<file path="config.mk">
export PLATFORM = sky130hd
export DESIGN_NAME = animation_platform_flat
export DESIGN_NICKNAME = d
export VERILOG_FILES = /design/src/rtl/animation_platform_pkg.sv /design/src/rtl/vga_if.sv /design/src/rtl/platform_geometry.sv /design/src/rtl/animation_platform.sv /design/src/flat_wrapper.sv
export SDC_FILE = /design/constraint.sdc
export NUM_CORES = 1
export LEC_CHECK = 0
export CAP_MARGIN = 20
export CORE_ASPECT_RATIO = 0.6
export CORE_UTILIZATION = 41
export CTS_CLUSTER_SIZE = 40
export DETAILED_ROUTE_END_ITERATION = 16
export PLACE_DENSITY = 0.75
export SETUP_SLACK_MARGIN = 0.05
export SYNTH_ARGS = -nofsm -noshare
export SYNTH_HDL_FRONTEND = slang
export SYNTH_SLANG_ARGS = --single-unit
</file>
<file path="constraint.sdc">
create_clock -name clk -period 4.9 [get_ports clk]
set_clock_uncertainty 0.05 [all_clocks]
set_input_delay 0.735 -clock clk [delete_from_list [all_inputs] [get_ports clk]]
set_output_delay 0.735 -clock clk [all_outputs]
set_load 0.02 [all_outputs]
</file>
<file path="src/rtl/animation_platform_pkg.sv">
// Shared constants for the platform overlay: screen geometry, row placement and tile size.
// Also holds the pipeline record type and the ramp-offset helper used by the geometry block.
package animation_platform_pkg;

    localparam int TILE_W    = 64;
    localparam int TILE_H    = 32;
    localparam int H_ACTIVE  = 1024;
    localparam int V_ACTIVE  = 768;
    localparam int NUM_ROWS  = 6;
    localparam int MAX_LEVEL = 6;

    localparam logic [11:0] TRANSPARENT = 12'h000;

    localparam logic [10:0] ROW_Y     [0:5] = '{11'd96, 11'd224, 11'd352, 11'd480, 11'd608, 11'd736};
    localparam logic [10:0] ROW_X_MIN [0:5] = '{11'd0, 11'd0, 11'd64, 11'd0, 11'd64, 11'd0};
    localparam logic [10:0] ROW_X_MAX [0:5] = '{11'd1023, 11'd959, 11'd1023, 11'd959, 11'd1023, 11'd1023};

    typedef logic [2:0] level_t;

    typedef struct packed {
        logic [10:0] hcount;
        logic [10:0] vcount;
        logic        hsync;
        logic        vsync;
        logic        hblnk;
        logic        vblnk;
        logic [11:0] rgb;
    } vga_sig_t;

    // Odd rows slope down to the right (2*c), even rows the other way (2*(15-c) == 2*~c).
    function automatic logic [4:0] rampOffset(input int k, input logic [3:0] tileCol);
        return (k % 2 == 1) ? {tileCol, 1'b0} : {~tileCol, 1'b0};
    endfunction

endpackage

</file>
<file path="src/rtl/vga_if.sv">
// VGA timing and colour bundle passed between overlay stages.
interface vga_if;

    logic [10:0] hcount;
    logic [10:0] vcount;
    logic        hsync;
    logic        vsync;
    logic        hblnk;
    logic        vblnk;
    logic [11:0] rgb;

    modport sink   (input  hcount, vcount, hsync, vsync, hblnk, vblnk, rgb);
    modport source (output hcount, vcount, hsync, vsync, hblnk, vblnk, rgb);

endinterface

</file>
<file path="src/rtl/platform_geometry.sv">
// Combinational row hit test: decides whether the current pixel lies on a revealed platform
// row and, if so, which tile ROM address to fetch.
module platform_geometry
    import animation_platform_pkg::*;
(
    input  logic [10:0] hcount_i,
    input  logic [10:0] vcount_i,
    input  level_t      level_i,
    input  logic [3:0]  ramp_en_i,
    output logic        hit_o,
    output logic [10:0] pixel_addr_o
);

    logic [3:0]  tileCol;
    logic        inActive;
    logic [5:0]  rampRows;
    logic [4:0]  rowOff;
    logic [10:0] vrel;
    logic        revealed;
    logic        inX;

    assign tileCol  = hcount_i[9:6];
    assign inActive = (hcount_i < 11'(H_ACTIVE)) && (vcount_i < 11'(V_ACTIVE));
    assign rampRows = {1'b0, ramp_en_i, 1'b0};

    // vrel is unsigned: a pixel above the row wraps to a large value and fails the < TILE_H test.
    always_comb begin
        hit_o        = 1'b0;
        pixel_addr_o = '0;
        rowOff       = '0;
        vrel         = '0;
        revealed     = 1'b0;
        inX          = 1'b0;
        for (int k = 0; k < NUM_ROWS; k++) begin
            rowOff   = rampRows[k] ? rampOffset(k, tileCol) : 5'd0;
            vrel     = vcount_i - ROW_Y[k] - 11'(rowOff);
            revealed = 3'(NUM_ROWS - 1 - k) < level_i;
            inX      = (hcount_i >= ROW_X_MIN[k]) && (hcount_i <= ROW_X_MAX[k]);
            if (inActive && inX && revealed && (vrel < 11'(TILE_H))) begin
                hit_o        = 1'b1;
                pixel_addr_o = {vrel[4:0], hcount_i[5:0]};
            end
        end
    end

endmodule

</file>
<file path="src/rtl/animation_platform.sv">
// Platform overlay stage: frame-paced bottom-up reveal of girder rows, tile ROM lookup and a
// two-stage pipeline that keeps the VGA timing aligned with the returning ROM data.
module animation_platform
    import animation_platform_pkg::*;
#(
    parameter int ROW_STEP_FRAMES = 16
)
(
    input  logic        clk,
    input  logic        rst,
    output logic [10:0] pixel_addr,
    input  logic [11:0] rgb_pixel,
    input  logic        start_game,
    input  logic [3:0]  ramp_en,
    vga_if.sink         in,
    vga_if.source       out
);

    localparam int FRAME_MAX = MAX_LEVEL * ROW_STEP_FRAMES;
    localparam int CNT_W     = $clog2(FRAME_MAX + 1);

    logic [CNT_W-1:0] frames_q, frames_d;
    logic             vblnkPrev_q;
    logic [31:0]      frameSteps;
    level_t           level;
    logic             hit;

    vga_sig_t   inSig;
    vga_sig_t   stage_q;
    logic       stageHit_q;
    vga_sig_t   out_q, out_d;

    assign inSig = '{hcount: in.hcount, vcount: in.vcount, hsync: in.hsync, vsync: in.vsync,
                     hblnk: in.hblnk, vblnk: in.vblnk, rgb: in.rgb};

    // Level follows start_game live; the counter only paces rows once the game has started.
    always_comb begin
        frameSteps = 32'(frames_q) / ROW_STEP_FRAMES;
        if (!start_game) begin
            level = '0;
        end else if (frameSteps >= 32'(MAX_LEVEL - 1)) begin
            level = 3'(MAX_LEVEL);
        end else begin
            level = 3'(frameSteps + 32'd1);
        end

        frames_d = frames_q;
        if (!start_game) begin
            frames_d = '0;
        end else if (in.vblnk && !vblnkPrev_q && (frames_q != CNT_W'(FRAME_MAX))) begin
            frames_d = frames_q + 1'b1;
        end
    end

    platform_geometry u_geometry (
        .hcount_i     (in.hcount),
        .vcount_i     (in.vcount),
        .level_i      (level),
        .ramp_en_i    (ramp_en),
        .hit_o        (hit),
        .pixel_addr_o (pixel_addr)
    );

    // ROM data arrives while the first stage holds the matching pixel, so the mux sits there.
    always_comb begin
        out_d = stage_q;
        if (stageHit_q && (rgb_pixel != TRANSPARENT)) begin
            out_d.rgb = rgb_pixel;
        end
    end

    always_ff @(posedge clk) begin
        if (rst) begin
            frames_q    <= '0;
            vblnkPrev_q <= 1'b0;
            stage_q     <= '0;
            stageHit_q  <= 1'b0;
            out_q       <= '0;
        end else begin
            frames_q    <= frames_d;
            vblnkPrev_q <= in.vblnk;
            stage_q     <= inSig;
            stageHit_q  <= hit;
            out_q       <= out_d;
        end
    end

    assign out.hcount = out_q.hcount;
    assign out.vcount = out_q.vcount;
    assign out.hsync  = out_q.hsync;
    assign out.vsync  = out_q.vsync;
    assign out.hblnk  = out_q.hblnk;
    assign out.vblnk  = out_q.vblnk;
    assign out.rgb    = out_q.rgb;

endmodule

</file>
<file path="src/flat_wrapper.sv">
// flat-port wrapper written by rule: the top's interface ports become plain ports
module animation_platform_flat import animation_platform_pkg::*;
#(
    parameter int ROW_STEP_FRAMES = 16
)
  (clk, rst, pixel_addr, rgb_pixel, start_game, ramp_en, in_hcount, in_vcount, in_hsync, in_vsync, in_hblnk, in_vblnk, in_rgb, out_hcount, out_vcount, out_hsync, out_vsync, out_hblnk, out_vblnk, out_rgb);
  vga_if in_i ();
  vga_if out_i ();
  input  logic clk;
  input  logic rst;
  output logic [10:0] pixel_addr;
  input  logic [11:0] rgb_pixel;
  input  logic start_game;
  input  logic [3:0] ramp_en;
  input wire logic [$bits(in_i.hcount)-1:0] in_hcount;
  input wire logic [$bits(in_i.vcount)-1:0] in_vcount;
  input wire logic [$bits(in_i.hsync)-1:0] in_hsync;
  input wire logic [$bits(in_i.vsync)-1:0] in_vsync;
  input wire logic [$bits(in_i.hblnk)-1:0] in_hblnk;
  input wire logic [$bits(in_i.vblnk)-1:0] in_vblnk;
  input wire logic [$bits(in_i.rgb)-1:0] in_rgb;
  output wire logic [$bits(out_i.hcount)-1:0] out_hcount;
  output wire logic [$bits(out_i.vcount)-1:0] out_vcount;
  output wire logic [$bits(out_i.hsync)-1:0] out_hsync;
  output wire logic [$bits(out_i.vsync)-1:0] out_vsync;
  output wire logic [$bits(out_i.hblnk)-1:0] out_hblnk;
  output wire logic [$bits(out_i.vblnk)-1:0] out_vblnk;
  output wire logic [$bits(out_i.rgb)-1:0] out_rgb;
  assign in_i.hcount = in_hcount;
  assign in_i.vcount = in_vcount;
  assign in_i.hsync = in_hsync;
  assign in_i.vsync = in_vsync;
  assign in_i.hblnk = in_hblnk;
  assign in_i.vblnk = in_vblnk;
  assign in_i.rgb = in_rgb;
  assign out_hcount = out_i.hcount;
  assign out_vcount = out_i.vcount;
  assign out_hsync = out_i.hsync;
  assign out_vsync = out_i.vsync;
  assign out_hblnk = out_i.hblnk;
  assign out_vblnk = out_i.vblnk;
  assign out_rgb = out_i.rgb;
  animation_platform #(.ROW_STEP_FRAMES(ROW_STEP_FRAMES)) u_core (.clk(clk), .rst(rst), .pixel_addr(pixel_addr), .rgb_pixel(rgb_pixel), .start_game(start_game), .ramp_en(ramp_en), .in(in_i), .out(out_i));
endmodule
</file>
* Word-level counts from Yosys, hierarchy flattened *
Cells that the tools add are included.

storage, ports and cells
  register bits after elaboration = 84
  output and inout bits = 49
  logic and storage cells = 94

operators by class
  add/subtract/negate cells = 12
  $lt $le $gt $ge = 19
  eq/ne operators = 1
  multiplexer cells = 19
  bitwise gates (word level) = 2
  reductions and logical operators = 25

operators with widths
  operator                  count
  $lt A11 B6 Y1 const B     6
  $mux W11                  6
  $sub A11 B5 Y11           4
  $le A11 B10 Y1 const B    2
  $logic_and A1 B1 Y1       22
  $sub A11 B10 Y11 const B  2
  $sub A11 B9 Y11 const B   2
  $mux W5                   4
  $mux W12                  1
  $reduce_bool A12 Y1       1
  $ge A11 B1 Y1 const B     1
  $ge A11 B7 Y1 const B     1
  $lt A11 B10 Y1 const B    1
  $lt A11 B11 Y1 const B    1
  $sub A11 B7 Y11 const B   1
  $sub A11 B8 Y11 const B   1
  $add A7 B1 Y7 const B     1
  $ne A7 B7 Y1 const B      1
  $lt A1 B3 Y1 const A      2
  $lt A2 B3 Y1 const A      2
  $lt A3 B3 Y1 const A      2
  $mux W1                   6
  $mux W3                   2
  $not A4 Y4                1
  other kinds (5)           5

* Depth between registers and ports, before layout *
  word-level depth = 12
  mapped depth = 12
  mapped depth without buffers = 12

* Cells and area by module *
From an unflattened synthesis, not the netlist that was laid out.

unflattened totals
  cells, all modules = 561
  area total of the unflattened synthesis = 4949.7 um2

modules (own cells, without submodules)
  module              times used  cells an instance  area an instance (um2)
  animation_platform  1           248                2671.3
  platform_geometry   1           313                2278.4

* Worst setup path after synthesis *
Ideal clock, no wire load.

  kind = input to output
  start point = input port in_hcount[9]
  end point = output port pixel_addr[9]
  arrival = 3457 ps
  data required time = 4115 ps
  path slack = 658 ps
  stages on the path = 10
  path buffers = 0
  path through = nand2b_1 ha_1 ha_1 o21ai_0 a21oi_1 or4_1 a2111o_1 a211oi_4 nand3_1 a31oi_1

on the way
  longest elaborated chain between the ends = 11
  elaborated cells between the ends (all ways) = 43

ends and longest elaborated chain
  element                                                                   line                     source
  start, declared                                                           flat_wrapper.sv:15       input wire logic [$bits(in_i.hcount)-1:0] in_hcount;
  parallel branches: the longest is 10 deep, another holds $sub A11 B5 Y11  n/a
  $mux W11 (*)                                                              platform_geometry.sv:39  if (inActive && inX && revealed && (vrel < 11'(TILE_H))) begin
  end, declared                                                             flat_wrapper.sv:11       output logic [10:0] pixel_addr;

Mark *: on every way between the ends.

* Final worst setup path *
  start point = input port in_hcount[7]
  end point = output port pixel_addr[9]

The elaborated chain is that of the path after synthesis.

==> results.py <==
metrics = {
    "clock_network": {
        "root_buffer": "clkbuf_16",
        "clkLatencyLatePin_ps": 340,
        "clkSinkCount": 84,
        "numCtsBuffers": 9,
        "htree_num_levels": 3,
        "clkTransAtPathRegs_ps": 70,
        "clockBufferDepth": 2,
        "cts_tree": "done",
    },
    "power": {
        "p_switching_mw": 0.5635,
        "finalPower_mw": 1.996,
        "p_leak_nw": 3.128,
        "swShare_pct": 28.24,
        "powerDensity_nw_per_um2": 276.3,
        "peakVddDrop_mv": 0.2205,
        "p_seq_share_pct": 36.1,
        "clkPwrFrac_pct": 37.0,
        "comb_power_share_pct": 27.0,
        "p_int_mw": 1.432,
    },
    "setup_path": {
        "worst-setup-path-type": "in -> out",
        "cp_max_fo": 7,
        "cp-end-kind": "output pin",
        "cp-start-kind": "input port",
        "critPathRequiredTime_ps": 4120,
        "arrival_ps": 3980,
    },
    "timing": {
        "fmaxAchievable_mhz": 209.7,
        "maxSlewViolCount": 0,
        "fin_crit_sh_pct": 97.34,
        "worst_pin_slew_ps": 593.8,
        "hold_violations": 0,
        "holdWs_ps": 383.7,
        "rsz0062_at_grt": "no",
        "layout_setup_ws_ps": 130.5,
        "finalSetupViolCount": 0,
        "max_slew_margin_pct": 59.99,
        "min_period_ps": 4769,
        "fin_setup_tns_ps": 0,
    },
    "placed_design": {
        "dpl.hpwl_mm": 11.45,
        "gp_congestion": 0.9603,
        "dpl_cell_area_um2": 6684,
        "dp_slack_ps": -543.1,
        "io_buffers": 105,
        "dp.cells": 896,
    },
    "route": {
        "avgViaCountPerCell": 5.185,
        "wirelength_mm": 15.12,
        "via_count": 4760,
        "first_pass_iters": 5,
        "drc": 0,
        "dr.first_iter.drc_count": 317,
        "ant_nets": 0,
        "wire_per_inst_um": 16.47,
    },
    "grt": {
        "grt_pass1_vias": 4629,
        "grt_max_degree": 50,
        "grt_pass1_wl_mm": 23.38,
        "grt_usage_pct": 24.76,
        "grt-ovfl-total": 0,
        "antenna_found_initial": 0,
    },
    "die": {
        "num_rows": 30,
        "die_h_um": 86.22,
        "start_util_pct": 42.48,
        "die_area_um2": 12280,
        "coreArea_um2": 11410,
        "io-pin-count": 106,
        "die_w_um": 142.4,
    },
    "yosys": {
        "ys_ff_latch": 84,
        "synth_area_um2": 4847,
        "ys_seq_area_share_pct": 34.69,
        "synth_nets": 672,
        "ys.warnings.count": 0,
        "syn_inst": 560,
        "synth_edf_count": 0,
        "synthArstFlopShare_pct": 0,
        "synthFlopType": "dfxtp_1",
        "ys_types": 66,
        "avgSynthCellArea_um2": 8.656,
    },
    "finish": {
        "drive_gt1_share_pct": 23.09,
        "stdcell_area_um2": 7223,
        "fin_cells": 918,
        "final_util_pct": 63.30,
        "fin_nets": 865,
        "area_growth_pct": 49.02,
        "num_antenna_cells": 0,
        "n_fill_cell": 984,
    },
    "job": {
        "drv_cap": 0,
    },
    "status": {
        "status": "completed",
    },
    "worst_hold_path": {
        "hold_class": "reg -> reg",
    },
}
-- critical path, cell delays in order --
cell and delay [ps]:
dlygate4sd2_1 310, nand2b_1 190, ha_1 290, inv_1 90, fa_2 230, nand2b_4 130, a21oi_2 70, or4_1 510
a2111o_1 460, a211oi_4 230, buf_6 170, nand3_1 100, a31oi_1 270, buf_4 200
-- cell usage after synthesis, types with 3 or more instances --
library cell / count / area [um^2]
clkbuf_1: 15 / 56.30
a31oi_1: 8 / 50.05
xor2_1: 7 / 61.31
a21oi_1: 28 / 140.1
nor2_1: 43 / 161.4
o22ai_1: 3 / 18.77
nor2b_1: 63 / 394.1
mux2i_1: 4 / 40.04
nor4_1: 8 / 50.05
nand3_1: 10 / 50.05
dfxtp_1: 84 / 1682
nor3_1: 14 / 70.07
xnor2_1: 12 / 105.1
fa_1: 4 / 80.08
a221o_1: 3 / 30.03
nand2_1: 54 / 202.7
nand4_1: 3 / 18.77
o2111ai_1: 3 / 26.28
a211o_1: 4 / 35.03
a211oi_1: 5 / 37.54
inv_1: 24 / 90.09
nand2b_1: 16 / 100.1
o21bai_1: 3 / 22.52
and2_1: 7 / 43.79
or2_2: 4 / 25.02
and3_1: 5 / 31.28
nor3b_1: 3 / 22.52
a21o_1: 5 / 37.54
ha_1: 51 / 638.1
o21ai_0: 18 / 90.09
o211ai_1: 4 / 30.03
-- what timing repair did --
item	in CTS	in global routing
setup buffers	4	1
gates resized for setup	60	50
pin swaps	3	11
hold buffers	0	0
cloned	0	1
endpoints found under the setup margin	11	11
-- cell usage in the layout, fill, tap and decap left out, types with 9 or more instances in the layout --
| cell type | n |
|---|---|
| buf_4 | 98 |
| dfxtp_1 | 84 |
| clkdlybuf4s50_1 | 82 |
| nor2b_1 | 62 |
| nand2_1 | 54 |
| ha_1 | 47 |
| nor2_1 | 43 |
| inv_1 | 23 |
| a21oi_1 | 22 |
| nand2b_1 | 14 |
| o21ai_0 | 13 |
| xnor2_1 | 12 |
| nor3_1 | 12 |
| nand3_1 | 10 |
| buf_2 | 10 |
| clkbuf_16 | 9 |
| dlygate4sd2_1 | 9 |
-- worst paths after layout --
| check | startpoint | endpoint | slack, ps | cells past startpoint |
|---|---|---|---|---|
| worst min register to register | u_core.out_d[25]$_SDFF_PP0_ | u_core.out.vcount[9]$_SDFF_PP0_ | 380 | 1 |
| worst min-delay path | u_core.out_d[25]$_SDFF_PP0_ | u_core.out.vcount[9]$_SDFF_PP0_ | 380 | 1 |
| worst max register to register | u_core.frames_q[4]$_SDFFE_PP0P_ | u_core.stageHit_q$_SDFF_PP0_ | 1970 | 10 |
| worst max-delay path | in_hcount[7] | pixel_addr[9] | 130 | 14 |
-- power by group through the flow --
stage	sequential (mW)	combinational [mW]	clock (mW)
floorplan	0.750	0.232	0
global placement	0.734	0.466	0
detailed placement	0.735	0.480	0
CTS	0.720	0.494	0.750
global route	0.722	0.578	0.780
finish	0.720	0.538	0.738
-- sequential cells by signal, indices dropped and copies added (netlist names), 7 cells and up --
| signal | flops |
|---|---|
| u_core.frames_q | 7 |
| u_core.out.hcount | 11 |
| u_core.out.rgb | 12 |
| u_core.out.vcount | 11 |
| u_core.out_d | 26 |
| u_core.stage_q | 12 |
-- cell families after synthesis --
group | share of synthesized area [%]
mux | 0.8261
fa+ha+maj | 14.82
compound gates | 15.10
simple gates | 27.21
flops | 34.69
xor+xnor | 3.433
buf+inv | 3.924
-- routing by layer --
layer,track usage [%],part of all wire (%),wire length (um),vias up
met2,38.41,44,6664,196
met3,6.851,8.6,1300,17
met1,33.62,46,6969,2211
met5,0,0,0,-
li1,-,-,-,2336
met4,7.234,1.2,184,0
-- layout make-up --
cell class	count	area, um^2	share of cell area [%]
inverters	26	97.59	1.351
well taps	160	200.2	2.772
flip-flops and latches	84	1682	23.28
clock buffers	9	225.2	3.118
repair buffers	202	1722	23.84
clock inverters	7	102.6	1.420
multi-input cells	430	3194	44.22
Power figures use the tool's default switching activity.
